## src/rtl/imem_pkg.sv

```systemverilog
// Shared types and helpers for the boot-loaded instruction memory.
// Holds the sequencer state encoding, the latency ceiling and a clog2 helper.
package imem_pkg;

  typedef enum logic [1:0] {
    ST_START,
    ST_LOAD,
    ST_DRAIN,
    ST_RUN
  } imem_state_e;

  localparam int BOOT_LAT_MAX = 3;

  function automatic int clog2(input int n);
    int r;
    r = 0;
    while ((1 << r) < n) r++;
    return r;
  endfunction

endpackage

```

## src/rtl/boot_loaded_imem_file_if.sv

```systemverilog
// Boot-ROM fetch, CPU write port and CPU read port of the instruction memory.
// Optional LOCK/LOCKED pair exists only when IMEM_WRITE_LOCK_EN is defined.
interface boot_loaded_imem_file_if
  import imem_pkg::*;
#(
  parameter int WIDTH = 16,
  parameter int DEPTH = 16
);
  localparam int AW = clog2(DEPTH);

  logic             REBOOT;
  logic             BOOT_RD;
  logic [AW-1:0]    BOOT_ADDR;
  logic [WIDTH-1:0] BOOT_DATA;
  logic             WRITE_ENABLE;
  logic [AW-1:0]    WRITE_SELECT;
  logic [WIDTH-1:0] IMEM_INPUT;
  logic [AW-1:0]    READ_SELECT;
  logic [WIDTH-1:0] IMEM_OUTPUT;
  logic             BOOT_BUSY;
  logic             BOOT_DONE;
  logic             WRITE_ERR;
`ifdef IMEM_WRITE_LOCK_EN
  logic             LOCK;
  logic             LOCKED;
`endif

  modport master (
`ifdef IMEM_WRITE_LOCK_EN
    output LOCK,
    input  LOCKED,
`endif
    output REBOOT, BOOT_DATA, WRITE_ENABLE, WRITE_SELECT, IMEM_INPUT, READ_SELECT,
    input  BOOT_RD, BOOT_ADDR, IMEM_OUTPUT, BOOT_BUSY, BOOT_DONE, WRITE_ERR
  );

  modport slave (
`ifdef IMEM_WRITE_LOCK_EN
    input  LOCK,
    output LOCKED,
`endif
    input  REBOOT, BOOT_DATA, WRITE_ENABLE, WRITE_SELECT, IMEM_INPUT, READ_SELECT,
    output BOOT_RD, BOOT_ADDR, IMEM_OUTPUT, BOOT_BUSY, BOOT_DONE, WRITE_ERR
  );

endinterface

```

## src/rtl/imem_boot_sequencer.sv

```systemverilog
// Boot fill sequencer and write-port arbiter (optional IMEM_WRITE_LOCK_EN lock).
// One ROM word per clock, BOOT_LAT-edge capture delay; no backpressure, CPU writes outside RUN are rejected.
module imem_boot_sequencer
  import imem_pkg::*;
#(
  parameter int WIDTH    = 16,
  parameter int DEPTH    = 16,
  parameter int BOOT_LAT = 1,
  localparam int AW      = clog2(DEPTH)
) (
  input  logic             clk,
  input  logic             rst_n,
  input  logic             reboot,
`ifdef IMEM_WRITE_LOCK_EN
  input  logic             lock,
  output logic             locked,
`endif
  input  logic [WIDTH-1:0] boot_data,
  input  logic             wr_en,
  input  logic [AW-1:0]    wr_sel,
  input  logic [WIDTH-1:0] wr_dat,
  output logic             boot_rd,
  output logic [AW-1:0]    boot_addr,
  output logic             boot_busy,
  output logic             boot_done,
  output logic             write_err,
  output logic             mem_we,
  output logic [AW-1:0]    mem_waddr,
  output logic [WIDTH-1:0] mem_wdat
);

  localparam logic [AW-1:0] LAST_ADDR = AW'(DEPTH - 1);
  localparam logic [AW:0]   DEPTH_W   = (AW + 1)'(DEPTH);

  imem_state_e   state_q, state_d;
  logic          boot_rd_d;
  logic [AW-1:0] boot_addr_d;

  logic          sr_vld_q  [BOOT_LAT_MAX-1];
  logic [AW-1:0] sr_addr_q [BOOT_LAT_MAX-1];
  logic          tap_vld   [BOOT_LAT_MAX];
  logic [AW-1:0] tap_addr  [BOOT_LAT_MAX];

  logic          fill_we;
  logic [AW-1:0] fill_addr;
  logic          in_range;
  logic          cpu_ok;

  // Tap 0 is the address on the ROM bus right now; tap k is that address k edges ago.
  always_comb begin
    tap_vld[0]  = boot_rd;
    tap_addr[0] = boot_addr;
    for (int i = 1; i < BOOT_LAT_MAX; i++) begin
      tap_vld[i]  = sr_vld_q[i-1];
      tap_addr[i] = sr_addr_q[i-1];
    end
  end

  assign fill_we   = tap_vld[BOOT_LAT-1];
  assign fill_addr = tap_addr[BOOT_LAT-1];
  assign in_range  = ({1'b0, wr_sel} < DEPTH_W);

`ifdef IMEM_WRITE_LOCK_EN
  assign cpu_ok = wr_en && (state_q == ST_RUN) && in_range && !locked;
`else
  assign cpu_ok = wr_en && (state_q == ST_RUN) && in_range;
`endif

  // Fill and CPU writes never coincide: fills only land in LOAD/DRAIN.
  assign mem_we    = fill_we || cpu_ok;
  assign mem_waddr = fill_we ? fill_addr : wr_sel;
  assign mem_wdat  = fill_we ? boot_data : wr_dat;

  always_comb begin
    state_d     = state_q;
    boot_rd_d   = boot_rd;
    boot_addr_d = boot_addr;
    unique case (state_q)
      ST_START: begin
        state_d     = ST_LOAD;
        boot_rd_d   = 1'b1;
        boot_addr_d = '0;
      end
      ST_LOAD: begin
        boot_addr_d = boot_addr + 1'b1;
        if (boot_addr_d == LAST_ADDR) state_d = ST_DRAIN;
      end
      ST_DRAIN: begin
        boot_rd_d = 1'b0;
        if (fill_we && (fill_addr == LAST_ADDR)) state_d = ST_RUN;
      end
      ST_RUN: begin
        if (reboot) begin
          state_d     = ST_LOAD;
          boot_rd_d   = 1'b1;
          boot_addr_d = '0;
        end
      end
      default: state_d = ST_START;
    endcase
  end

  always_ff @(posedge clk or negedge rst_n) begin
    if (!rst_n) state_q <= ST_START;
    else        state_q <= state_d;
  end

  always_ff @(posedge clk or negedge rst_n) begin
    if (!rst_n) begin
      boot_rd   <= 1'b0;
      boot_addr <= '0;
      boot_busy <= 1'b1;
      boot_done <= 1'b0;
      write_err <= 1'b0;
      for (int i = 0; i < BOOT_LAT_MAX-1; i++) begin
        sr_vld_q[i]  <= 1'b0;
        sr_addr_q[i] <= '0;
      end
    end else begin
      boot_rd      <= boot_rd_d;
      boot_addr    <= boot_addr_d;
      boot_busy    <= (state_d != ST_RUN);
      boot_done    <= (state_d == ST_RUN);
      write_err    <= wr_en && !cpu_ok;
      sr_vld_q[0]  <= boot_rd;
      sr_addr_q[0] <= boot_addr;
      for (int i = 1; i < BOOT_LAT_MAX-1; i++) begin
        sr_vld_q[i]  <= sr_vld_q[i-1];
        sr_addr_q[i] <= sr_addr_q[i-1];
      end
    end
  end

`ifdef IMEM_WRITE_LOCK_EN
  // Sticky until reset; a reboot fill still runs while locked.
  always_ff @(posedge clk or negedge rst_n) begin
    if (!rst_n) locked <= 1'b0;
    else        locked <= locked || (lock && (state_q == ST_RUN));
  end
`endif

endmodule

```

## src/rtl/boot_loaded_imem_file.sv

```systemverilog
// Instruction memory that self-fills from a boot ROM, then serves CPU write/read (IMEM_WRITE_LOCK_EN adds write lock).
// Boot takes DEPTH+BOOT_LAT edges; reads are combinational; rejected writes report on WRITE_ERR, no stalls.
module boot_loaded_imem_file
  import imem_pkg::*;
#(
  parameter int WIDTH    = 16,
  parameter int DEPTH    = 16,
  parameter int BOOT_LAT = 1,
  localparam int AW      = clog2(DEPTH)
) (
  input logic                   CLOCK,
  input logic                   RESET_N,
  boot_loaded_imem_file_if.slave bus
);

  localparam logic [AW:0] DEPTH_W = (AW + 1)'(DEPTH);

  logic [WIDTH-1:0] mem [DEPTH];
  logic             mem_we;
  logic [AW-1:0]    mem_waddr;
  logic [WIDTH-1:0] mem_wdat;

  imem_boot_sequencer #(
    .WIDTH    (WIDTH),
    .DEPTH    (DEPTH),
    .BOOT_LAT (BOOT_LAT)
  ) u_seq (
    .clk       (CLOCK),
    .rst_n     (RESET_N),
    .reboot    (bus.REBOOT),
`ifdef IMEM_WRITE_LOCK_EN
    .lock      (bus.LOCK),
    .locked    (bus.LOCKED),
`endif
    .boot_data (bus.BOOT_DATA),
    .wr_en     (bus.WRITE_ENABLE),
    .wr_sel    (bus.WRITE_SELECT),
    .wr_dat    (bus.IMEM_INPUT),
    .boot_rd   (bus.BOOT_RD),
    .boot_addr (bus.BOOT_ADDR),
    .boot_busy (bus.BOOT_BUSY),
    .boot_done (bus.BOOT_DONE),
    .write_err (bus.WRITE_ERR),
    .mem_we    (mem_we),
    .mem_waddr (mem_waddr),
    .mem_wdat  (mem_wdat)
  );

  always_ff @(posedge CLOCK or negedge RESET_N) begin
    if (!RESET_N) begin
      for (int i = 0; i < DEPTH; i++) mem[i] <= '0;
    end else if (mem_we) begin
      mem[mem_waddr] <= mem_wdat;
    end
  end

  // Out-of-range selects only exist when DEPTH is not a power of two.
  always_comb begin
    bus.IMEM_OUTPUT = '0;
    if ({1'b0, bus.READ_SELECT} < DEPTH_W) bus.IMEM_OUTPUT = mem[bus.READ_SELECT];
  end

endmodule

```

## src/flat_wrapper.sv

```systemverilog
// flat-port wrapper written by rule: the top's interface ports become plain ports
module boot_loaded_imem_file_flat import imem_pkg::*;
#(
  parameter int WIDTH    = 16,
  parameter int DEPTH    = 16,
  parameter int BOOT_LAT = 1,
  localparam int AW      = clog2(DEPTH)
)
  (CLOCK, RESET_N, bus_REBOOT, bus_BOOT_DATA, bus_WRITE_ENABLE, bus_WRITE_SELECT, bus_IMEM_INPUT, bus_READ_SELECT, bus_BOOT_RD, bus_BOOT_ADDR, bus_IMEM_OUTPUT, bus_BOOT_BUSY, bus_BOOT_DONE, bus_WRITE_ERR);
  boot_loaded_imem_file_if #(.WIDTH(WIDTH), .DEPTH(DEPTH)) bus_i ();
  input logic CLOCK;
  input logic RESET_N;
  input wire logic [$bits(bus_i.REBOOT)-1:0] bus_REBOOT;
  input wire logic [$bits(bus_i.BOOT_DATA)-1:0] bus_BOOT_DATA;
  input wire logic [$bits(bus_i.WRITE_ENABLE)-1:0] bus_WRITE_ENABLE;
  input wire logic [$bits(bus_i.WRITE_SELECT)-1:0] bus_WRITE_SELECT;
  input wire logic [$bits(bus_i.IMEM_INPUT)-1:0] bus_IMEM_INPUT;
  input wire logic [$bits(bus_i.READ_SELECT)-1:0] bus_READ_SELECT;
  output wire logic [$bits(bus_i.BOOT_RD)-1:0] bus_BOOT_RD;
  output wire logic [$bits(bus_i.BOOT_ADDR)-1:0] bus_BOOT_ADDR;
  output wire logic [$bits(bus_i.IMEM_OUTPUT)-1:0] bus_IMEM_OUTPUT;
  output wire logic [$bits(bus_i.BOOT_BUSY)-1:0] bus_BOOT_BUSY;
  output wire logic [$bits(bus_i.BOOT_DONE)-1:0] bus_BOOT_DONE;
  output wire logic [$bits(bus_i.WRITE_ERR)-1:0] bus_WRITE_ERR;
  assign bus_i.REBOOT = bus_REBOOT;
  assign bus_i.BOOT_DATA = bus_BOOT_DATA;
  assign bus_i.WRITE_ENABLE = bus_WRITE_ENABLE;
  assign bus_i.WRITE_SELECT = bus_WRITE_SELECT;
  assign bus_i.IMEM_INPUT = bus_IMEM_INPUT;
  assign bus_i.READ_SELECT = bus_READ_SELECT;
  assign bus_BOOT_RD = bus_i.BOOT_RD;
  assign bus_BOOT_ADDR = bus_i.BOOT_ADDR;
  assign bus_IMEM_OUTPUT = bus_i.IMEM_OUTPUT;
  assign bus_BOOT_BUSY = bus_i.BOOT_BUSY;
  assign bus_BOOT_DONE = bus_i.BOOT_DONE;
  assign bus_WRITE_ERR = bus_i.WRITE_ERR;
  boot_loaded_imem_file #(.WIDTH(WIDTH), .DEPTH(DEPTH), .BOOT_LAT(BOOT_LAT)) u_core (.CLOCK(CLOCK), .RESET_N(RESET_N), .bus(bus_i));
endmodule
```

## config.mk

```make
export PLATFORM = sky130hd
export DESIGN_NAME = boot_loaded_imem_file_flat
export DESIGN_NICKNAME = d
export VERILOG_FILES = /design/src/rtl/imem_pkg.sv /design/src/rtl/boot_loaded_imem_file_if.sv /design/src/rtl/imem_boot_sequencer.sv /design/src/rtl/boot_loaded_imem_file.sv /design/src/flat_wrapper.sv
export SDC_FILE = /design/constraint.sdc
export NUM_CORES = 1
export LEC_CHECK = 0
export CELL_PAD_IN_SITES_DETAIL_PLACEMENT = 0
export CELL_PAD_IN_SITES_GLOBAL_PLACEMENT = 1
export CORE_MARGIN = 2
export CORE_UTILIZATION = 35
export CTS_CLUSTER_SIZE = 14
export DETAILED_ROUTE_END_ITERATION = 6
export PLACE_DENSITY_LB_ADDON = 0.1
export SYNTH_ARGS = -nofsm -noshare
export SYNTH_HDL_FRONTEND = slang
export SYNTH_HIERARCHICAL = 1
export SYNTH_SLANG_ARGS = --single-unit
```

## constraint.sdc

```tcl
create_clock -name CLOCK -period 3.3 [get_ports CLOCK]
set_input_delay 0.33 -clock CLOCK [delete_from_list [all_inputs] [get_ports CLOCK]]
set_output_delay 0.33 -clock CLOCK [all_outputs]
set_load 0.01 [all_outputs]
```

==> results.cfg, run 1 <==
[status]
status = complete, no violations

[floorplanning]
initial_utilization_pct = 35.55
die_area_um2 = 36690
top_level_ports = 68
num_rows = 68
fp.dieH_um = 191.5
die_w_um = 191.5
core_area_um2 = 34630

[min_path]
hold_class = primary input to async pin

[routing]
vias = 7121
dr.pass1.iters = 4
initialDrtViolationCount = 501
ant_nets = 0
wl_per_cell_um = 24.76
routed_wl_um = 32690
via_per_inst = 5.395
drc_errors = 0

[synthesis]
yosysUniqueCellTypes = 41
synth_ff_type = dfrtp_1
netlist_top_cells_area = dfrtp_1 (54%), mux2_2 (23%), mux4_2 (12%), a22oi_1 (2.0%), mux2_1 (1.8%)
synth_warnings = 6
synth.largest_area_cell = dfrtp_1
synth_nets = 818
synth_seq_cells = 266
synth_top_area_share_pct = 53.87
ys_seq_area_share_pct = 54.09
synth-edff-count = 0
avgSynthCellArea_um2 = 15.94
syn_inst = 772
syn_area_um2 = 12310
ys_async_sr_fraction_pct = 100.0

[clock_network]
numClockSinks = 266
clock_latency_ps = 560
path_clk_slew_ps = 60
cts-root-buf = clkbuf_16
cts_tree = built
clk_path_buf_depth = 3
cts_buffers = 31
h-tree-depth = 1
cts.repair.resized = 0

[finish]
mostFrequentLayoutCells = dfrtp_1 (265), mux2_2 (246), clkdlybuf4s50_1 (64), mux4_2 (64), a22oi_1 (32)
final_common_cell = dfrtp_1
multi_input_area_um2 = 5370
nFillCells = 3085
drive_gt1_share_pct = 48.79
num_antenna_cells = 0
area_growth_pct = 18.45
layout.nets = 888
ff_latch_area_um2 = 6658
fin_util_pct = 42.11

[timing]
clock_skew_ps = 13.76
post-route-min-period_ps = 2681
tns_ps = 0
max_freq_ghz = 0.3730
hold_violations = 0
finalCritPeriodShare_pct = 81.24
setup_violations = 0
worst_slack_ps = 619.2
worst_pin_slew_ps = 695.3
finalMaxSlewViolations = 0
relSlewSlack_pct = 53.65
rsz0062_at_grt = false

[place]
portBuffers = 67
gp_congestion = 0.7371
post-dp-hpwl_um = 19440
pre_cts_ws_ps = 675.2

[pwr]
power_density_nw_per_um2 = 1011
finalPower_mw = 14.74
ir_drop_uv = 459.8
leakagePower_nw = 5.836

[grt]
grt_max_degree = 87
grt_pass1_vias = 7842
grt_pass1_wl_um = 50210
grt_use_total_pct = 18.53
grt.overflow.total = 0
antenna_found_initial = 0

[run]
cap_viol_max_count = 0

[setup_path]
cp.arrival_ps = 2350
crit_chain = mux4_2 -> a22oi_1 -> nand2_1 -> clkdlybuf4s50_1
worstPathRequired_ps = 2970
path_delay_family = buffers and inverters
endpoint_kind = output port
rrSetupSlack_ps = 800
path_buf_inv = 1
cpPeakStageDelay_ps = 490
path_max_fanout = 2
critical_path_class = register to output port
crit_slowest_cell = clkdlybuf4s50_1
worstSetupStartpointType = register
==> cell type report <==
type / count / share of cell area [%]
Clock buffer: 52 / 6.616
Clock inverter: 4 / 0.3347
Inverter: 1 / 0.02574
Multi-Input combinational cell: 444 / 36.83
Sequential cell: 266 / 45.66
Tap cell: 455 / 3.905
Timing Repair Buffer: 98 / 6.625
==> routing by layer <==
| metal | vias to the layer above | global-route usage [%] | routed length [um] |
|---|---|---|---|
| li1 | 3045 | - | - |
| met1 | 3882 | 26.00 | 14870 |
| met2 | 137 | 29.95 | 15670 |
| met3 | 57 | 2.534 | 1224 |
| met4 | 0 | 5.562 | 923 |
| met5 | - | 0 | 0 |
==> registers in the layout, indices dropped and copies added (netlist names) <==
signal                  count
u_core/u_seq/boot_done      1
u_core/u_seq/boot_rd        1
u_core/u_seq/state_q        2
u_core/u_seq/write_err      1
u_core/u_seq/boot_addr      4
u_core/mem                256
u_core/u_seq/boot_busy      1
==> synth_stat cells, types with 3 or more instances <==
cell and instances:
buf_1 3, nand2b_1 4, buf_4 8, nand2_1 21
mux2_2 246, mux2_4 10, o21ai_1 4, mux2_1 20
buf_6 4, nor2_2 4, buf_2 18, nor3_2 6
nor2_1 3, clkbuf_1 27, mux4_2 64, dfrtp_1 265
nor2b_1 4, a22oi_1 32
==> power by group <==
part / switching [mW] / internal [mW]
registers: 0.872 / 4.97
clock network: 1.29 / 2.04
logic: 2.40 / 3.16
==> worst reg2reg max path, delay by kind of cell, from the launching register on <==
kind	cells	cell delay (ps)
buffers and inverters	2	730
AND/OR/NAND/NOR	2	490
flip-flops	1	500
multiplexers	1	390
AO/OA/AOI/OAI	1	270
==> per-stage QoR <==
stage,std cells,hold slack [ps],cell area (um^2)
CTS,1320,351.0,14580
global placement,1263,373.4,13560
floorplan,772,34.41,12310
detailed placement,1263,381.5,13560
finish,1320,360.9,14580
global route,1320,371.1,14580
==> cells by family (layout without fill, tap and decap cells) <==
family                   count (synthesis)  after routing  share of synthesized area [%]
AO/OA/AOI/OAI                           45             45                          2.734
XOR/XNOR                                 2              2                         0.2033
adder cells (fa/ha/maj)                  2              2                         0.2033
buffers and inverters                   62            155                          2.694
flip-flops                             266            266                          54.09
multiplexers                           340            340                          37.26
AND/OR/NAND/NOR                         55             55                          2.816
==> path summary, 6_finish.rpt <==
check / from / end / cells after the start
worst min register to register: u_core/mem[95] / u_core/mem[95] / 1
worst min-delay path: RESET_N / u_core/u_seq/boot_done / 2
min in group CLOCK: bus_WRITE_ENABLE / u_core/u_seq/write_err / 2
worst max register to register: u_core/u_seq/boot_rd / u_core/mem[126] / 6
worst max-delay path: u_core/mem[219] / bus_IMEM_OUTPUT[11] / 4
max in group asynchronous: RESET_N / u_core/mem[48] / 3
==> what timing repair did <==
item	4_1_cts	5_1_grt
hold buffers	1	0
endpoints found under the setup margin	0	0
buffers inserted	0	0
hold endpoints to repair	82	0
Note: power is estimated with default switching activity, not from simulation.
==> run 2, diff against run 1 <==
- clock period: 3.3 -> 2.7 ns (I/O delays scaled with it)
==> run 2 against run 1 <==
Highest routed layer unchanged. Largest power group unchanged. Via count shrank 0.41%. Sequential power grew 22%. Clock power grew 29%.
==> results.cfg, run 2 (synthesis gave the netlist of run 1 again) <==
[status]
status = complete, no violations

[grt]
grt_pass1_vias = 7990
grt.overflow.total = 0
grt_max_degree = 81
antenna_found_initial = 0
grt_pass1_wl_um = 50470
grt_use_total_pct = 18.62

[routing]
met1_length_um = 14940
vias = 7092
wl_met2_um = 16240
via_per_inst = 5.332
ant_nets = 0
route.met3.wl_um = 1020
wl_per_cell_um = 24.73
routed_wl_um = 32890
drc_errors = 0
dr.pass1.iters = 4
initialDrtViolationCount = 317
top_layer = met4

[place]
portBuffers = 67
pre_cts_ws_ps = 279.0
post-dp-hpwl_um = 20730
place_area_um2 = 13820
gp_congestion = 0.7596

[timing]
max_freq_ghz = 0.3907
worst_pin_slew_ps = 679.7
finalCritPeriodShare_pct = 94.80
post-route-min-period_ps = 2560
hold_violations = 0
relSlewSlack_pct = 54.68
setup_violations = 0
rsz0062_at_grt = false
worst_slack_ps = 140.4
tns_ps = 0
clock_skew_ps = 7.386
finalMaxSlewViolations = 0

[floorplanning]
die_area_um2 = 36690
die_w_um = 191.5
num_rows = 68
core_area_um2 = 34630
fp.dieH_um = 191.5
initial_utilization_pct = 35.55
top_level_ports = 68

[finish]
fin_util_pct = 43.03
area_growth_pct = 21.04
mostFrequentLayoutCells = dfrtp_1 (265), mux2_2 (246), clkdlybuf4s50_1 (64), mux4_2 (64)
layout.nets = 898
top_regs = u_core/mem: 256 flops, u_core/u_seq/boot_addr: 4 flops, u_core/u_seq/state_q: 2 flops
final_common_cell = dfrtp_1
largest_register_ffs = 256
regMostFlops = u_core/mem
nFillCells = 3073
final_cell_area_um2 = 14900
drive_gt1_share_pct = 50.11

[clock_network]
cts-root-buf = clkbuf_16
post-cts-setup-buffers = 0
cts_buffers = 31
numClockSinks = 266
cts_tree = built
h-tree-depth = 1
clk_path_buf_depth = 3
clock_latency_ps = 550
path_clk_slew_ps = 60

[pwr]
leakagePower_nw = 5.974
ir_drop_uv = 590.7
power_density_nw_per_um2 = 1238
finalPower_mw = 18.44

[setup_path]
path_max_fanout = 2
worstPathRequired_ps = 2430
endpoint_kind = output port
worstSetupStartpointType = register
critical_path_class = register to output port
cp.arrival_ps = 2290

[run]
cap_viol_max_count = 0

[min_path]
hold_class = primary input to register
-- run 2: cell count changes in the layout (fill, tap and decap cells not counted) --
| cell | before | now |
|---|---|---|
| bufinv_16 | 1 | 3 |
| clkbuf_1 | 10 | 4 |
| a22oi_2 | 0 | 1 |
| a22oi_1 | 32 | 31 |
| diode_2 | 0 | 1 |
| clkinv_2 | 2 | 6 |
| inv_6 | 1 | 0 |
| buf_4 | 26 | 21 |
| buf_12 | 5 | 20 |
-- run 2: power by group --
part	internal, mW	switching, mW
clock network	2.67	1.63
logic	4.04	2.96
registers	6.08	1.07
-- run 2: per-stage QoR --
step	std cells	hold WS, ps
after global placement	1273	303.5
after detailed placement	1273	321.4
after CTS	1329	294.5
after global routing	1329	322.4
final	1330	321.6
after floorplan	772	-25.59
-- run 2: routing by layer --
layer | up-vias | track usage, %
li1 | 3050 | -
met1 | 3874 | 25.62
met2 | 122 | 31.55
met3 | 46 | 2.221
met4 | 0 | 4.260
met5 | - | 0
-- run 2: cell type report --
| type | count | area (um^2) | share of cell area [%] |
|---|---|---|---|
| well taps | 455 | 569.3 | 3.821 |
| flip-flops and latches | 266 | 6658 | 44.68 |
| multi-input cells | 444 | 5375 | 36.08 |
| diodes | 1 | 2.502 | 0.01680 |
| clock inverters | 9 | 120.1 | 0.8062 |
| clock buffers | 46 | 942.2 | 6.323 |
| repair buffers | 108 | 1229 | 8.247 |
| inverters | 1 | 3.754 | 0.02519 |
-- run 2: repair_timing --
item,CTS,global route
resized for setup,0,1
endpoints found under the setup margin,0,1
endpoints found under the hold margin,74,0
hold buffers,1,0
-- run 2: path summary, 6_finish.rpt --
path	slack, ps	startpoint	end	depth (start not counted)
worst max-delay path	140	u_core/mem[77]	bus_IMEM_OUTPUT[13]	4
worst min-delay path	320	bus_WRITE_ENABLE	u_core/u_seq/write_err	2
worst max register to register	390	u_core/u_seq/boot_rd	u_core/mem[250]	4
worst min register to register	500	u_core/mem[213]	u_core/mem[213]	1
max in group asynchronous	1570	RESET_N	u_core/mem[220]	3
min in group asynchronous	330	RESET_N	u_core/u_seq/boot_done	2
-- run 2: critical path, cell delays in order (launching register included) --
cell,delay (ps)
dfrtp_1,380
mux4_2,480
a22oi_1,320
nand2_1,80
clkdlybuf4s50_1,490
==> run 3, diff against run 2 <==
- PLACE_DENSITY: default -> 0.69
- PLACE_DENSITY_LB_ADDON: 0.1 -> default
- SETUP_SLACK_MARGIN: default -> 0.5
- SLEW_MARGIN: default -> 20
==> run 3 against run 2 <==
Sequential share of layout area down 0.17 points. Combinational power about the same. Setup slack better by 400 ps. Highest routed layer unchanged. Maximum frequency up 18%. Clock skew up 2.5 ps.
==> results.cfg, run 3 (synthesis gave the netlist of run 1 again) <==
[clock_network]
cts_tree = built
cts-root-buf = clkbuf_16
path_clk_slew_ps = 70
clock_latency_ps = 540
numClockSinks = 266
clk_path_buf_depth = 3
cts_buffers = 27
h-tree-depth = 1

[finish]
regMostFlops = u_core/mem
top_regs = u_core/mem: 256 flops, u_core/u_seq/boot_addr: 4 flops, u_core/u_seq/state_q: 2 flops
area_growth_pct = 21.54
mostFrequentLayoutCells = dfrtp_1 (263), mux2_2 (248), mux4_2 (64), clkdlybuf4s50_1 (48), clkbuf_16 (28)
layout.nets = 901
largest_register_ffs = 256
drive_gt1_share_pct = 55.20
num_antenna_cells = 0
final_common_cell = dfrtp_1
fin_util_pct = 43.20

[floorplanning]
die_area_um2 = 36690
num_rows = 68
top_level_ports = 68
core_area_um2 = 34630
initial_utilization_pct = 35.55
die_w_um = 191.5
fp.dieH_um = 191.5

[timing]
worst_pin_slew_ps = 676.8
finalMaxSlewViolations = 0
rsz0062_at_grt = true
finalCritPeriodShare_pct = 80.09
hold_violations = 0
clock_skew_ps = 9.853
max_freq_ghz = 0.4625
post-route-min-period_ps = 2162
tns_ps = 0
setup_violations = 0
relSlewSlack_pct = 54.88

[pwr]
p_clk_share_pct = 22.0
leakagePower_nw = 5.999
seqPwrFrac_pct = 39.3
swShare_pct = 30.50
power_density_nw_per_um2 = 1211
ir_drop_uv = 428.4
finalPower_mw = 18.11
p_sw_mw = 5.525
internal_power_mw = 12.59
combPwrFrac_pct = 38.8

[setup_path]
crit_slowest_cell = clkdlybuf4s50_1
worstPathRequired_ps = 2430
cpPeakStageDelay_ps = 600
path_buf_inv = 2
endpoint_kind = output port
path_delay_family = buffers and inverters
path_max_fanout = 19
worstSetupStartpointType = register
rrSetupSlack_ps = 550
cp.arrival_ps = 1890
crit_chain = buf_4 -> clkdlybuf4s50_1
critical_path_class = register to output port

[grt]
grt.overflow.total = 0
antenna_found_initial = 0
grt_pass1_vias = 7468
grt_use_total_pct = 16.62
grt_max_degree = 82
grt_pass1_wl_um = 46200

[routing]
wl_per_cell_um = 22.35
dr.pass1.iters = 4
drc_errors = 0
via_per_inst = 5.305
ant_nets = 0
vias = 7055
initialDrtViolationCount = 372
routed_wl_um = 29730

[place]
gp_congestion = 0.7111
portBuffers = 67
post-dp-hpwl_um = 18130

[min_path]
hold_class = primary input to async pin

[run]
cap_viol_max_count = 0

[status]
status = complete, no violations
## run 3: cell types whose count changed in the layout (fill, tap and decap cells not counted), moves of 3 or more
cell             change
buf_12               +5
nand2_1              -5
buf_2               +14
clkdlybuf4s50_1     -16
nand2_2              +5
a22oi_2             +16
clkinv_2             -3
a22oi_1             -16
clkbuf_16            -3
mux2_1               -4
## run 3: metrics by stage
step / cells / hold WS [ps] / instance area, um^2 / setup WS (ps)
global route: 1330 / 362.0 / 14960 / 472.1
floorplan: 772 / -25.59 / 12350 / 426.1
detailed placement: 1275 / 306.2 / 13890 / 229.6
CTS: 1327 / 328.4 / 14910 / 446.8
finish: 1330 / 319.7 / 14960 / 537.7
global placement: 1275 / 301.4 / 13890 / 228.0
## run 3: area by class of cell
cell class                 count  area (um^2)
multi-input combinational    444         5483
tap                          455        569.3
timing repair buffer         115         1289
fill                        3049        19670
clock inverter                 7        113.9
inverter                       1        3.754
sequential                   266         6660
clock buffer                  42        842.1
## run 3: routing by layer
layer	track usage (%)	part of all wire, %	vias to the layer above
met1	23.51	46	3846
met2	27.38	48	120
met4	3.846	1.8	0
met5	0	0	-
li1	-	-	3055
met3	2.001	3.6	34
## run 3: path summary, 6_finish.rpt
| kind | start | end | depth (start not counted) |
|---|---|---|---|
| max reg2reg | u_core/u_seq/boot_rd | u_core/mem[240] | 5 |
| min reg2reg | u_core/mem[212] | u_core/mem[212] | 1 |
| max in group asynchronous | RESET_N | u_core/mem[72] | 3 |
| min | RESET_N | u_core/u_seq/write_err | 2 |
| min in group CLOCK | bus_WRITE_ENABLE | u_core/u_seq/write_err | 2 |
| max | u_core/u_seq/boot_rd | bus_BOOT_RD | 2 |
## run 3: power groups by stage
stage | Clock, mW | Sequential, mW | Combinational [mW]
after floorplan | 0 | 6.83 | 5.16
after global placement | 0 | 7.10 | 6.79
after detailed placement | 0 | 7.17 | 6.94
after CTS | 4.06 | 7.12 | 7.00
after global routing | 4.22 | 7.37 | 7.54
final | 3.98 | 7.11 | 7.02
## run 3: timing repair
action / 4_1_cts / 5_1_grt
gates resized for setup: 81 / 12
hold endpoints to repair: 74 / 0
buffers inserted: 2 / 2
pin swaps: 19 / 7
setup endpoints to repair: 51 / 134
hold buffers: 1 / 0
gates cloned: 0 / 1
## run 3: worst reg2reg max path: stages, from the launching register on
cell	delay, ps
dfrtp_2	450
mux2_4	330
nand2b_4	170
or4_4	570
clkbuf_16	210
mux2_4	300
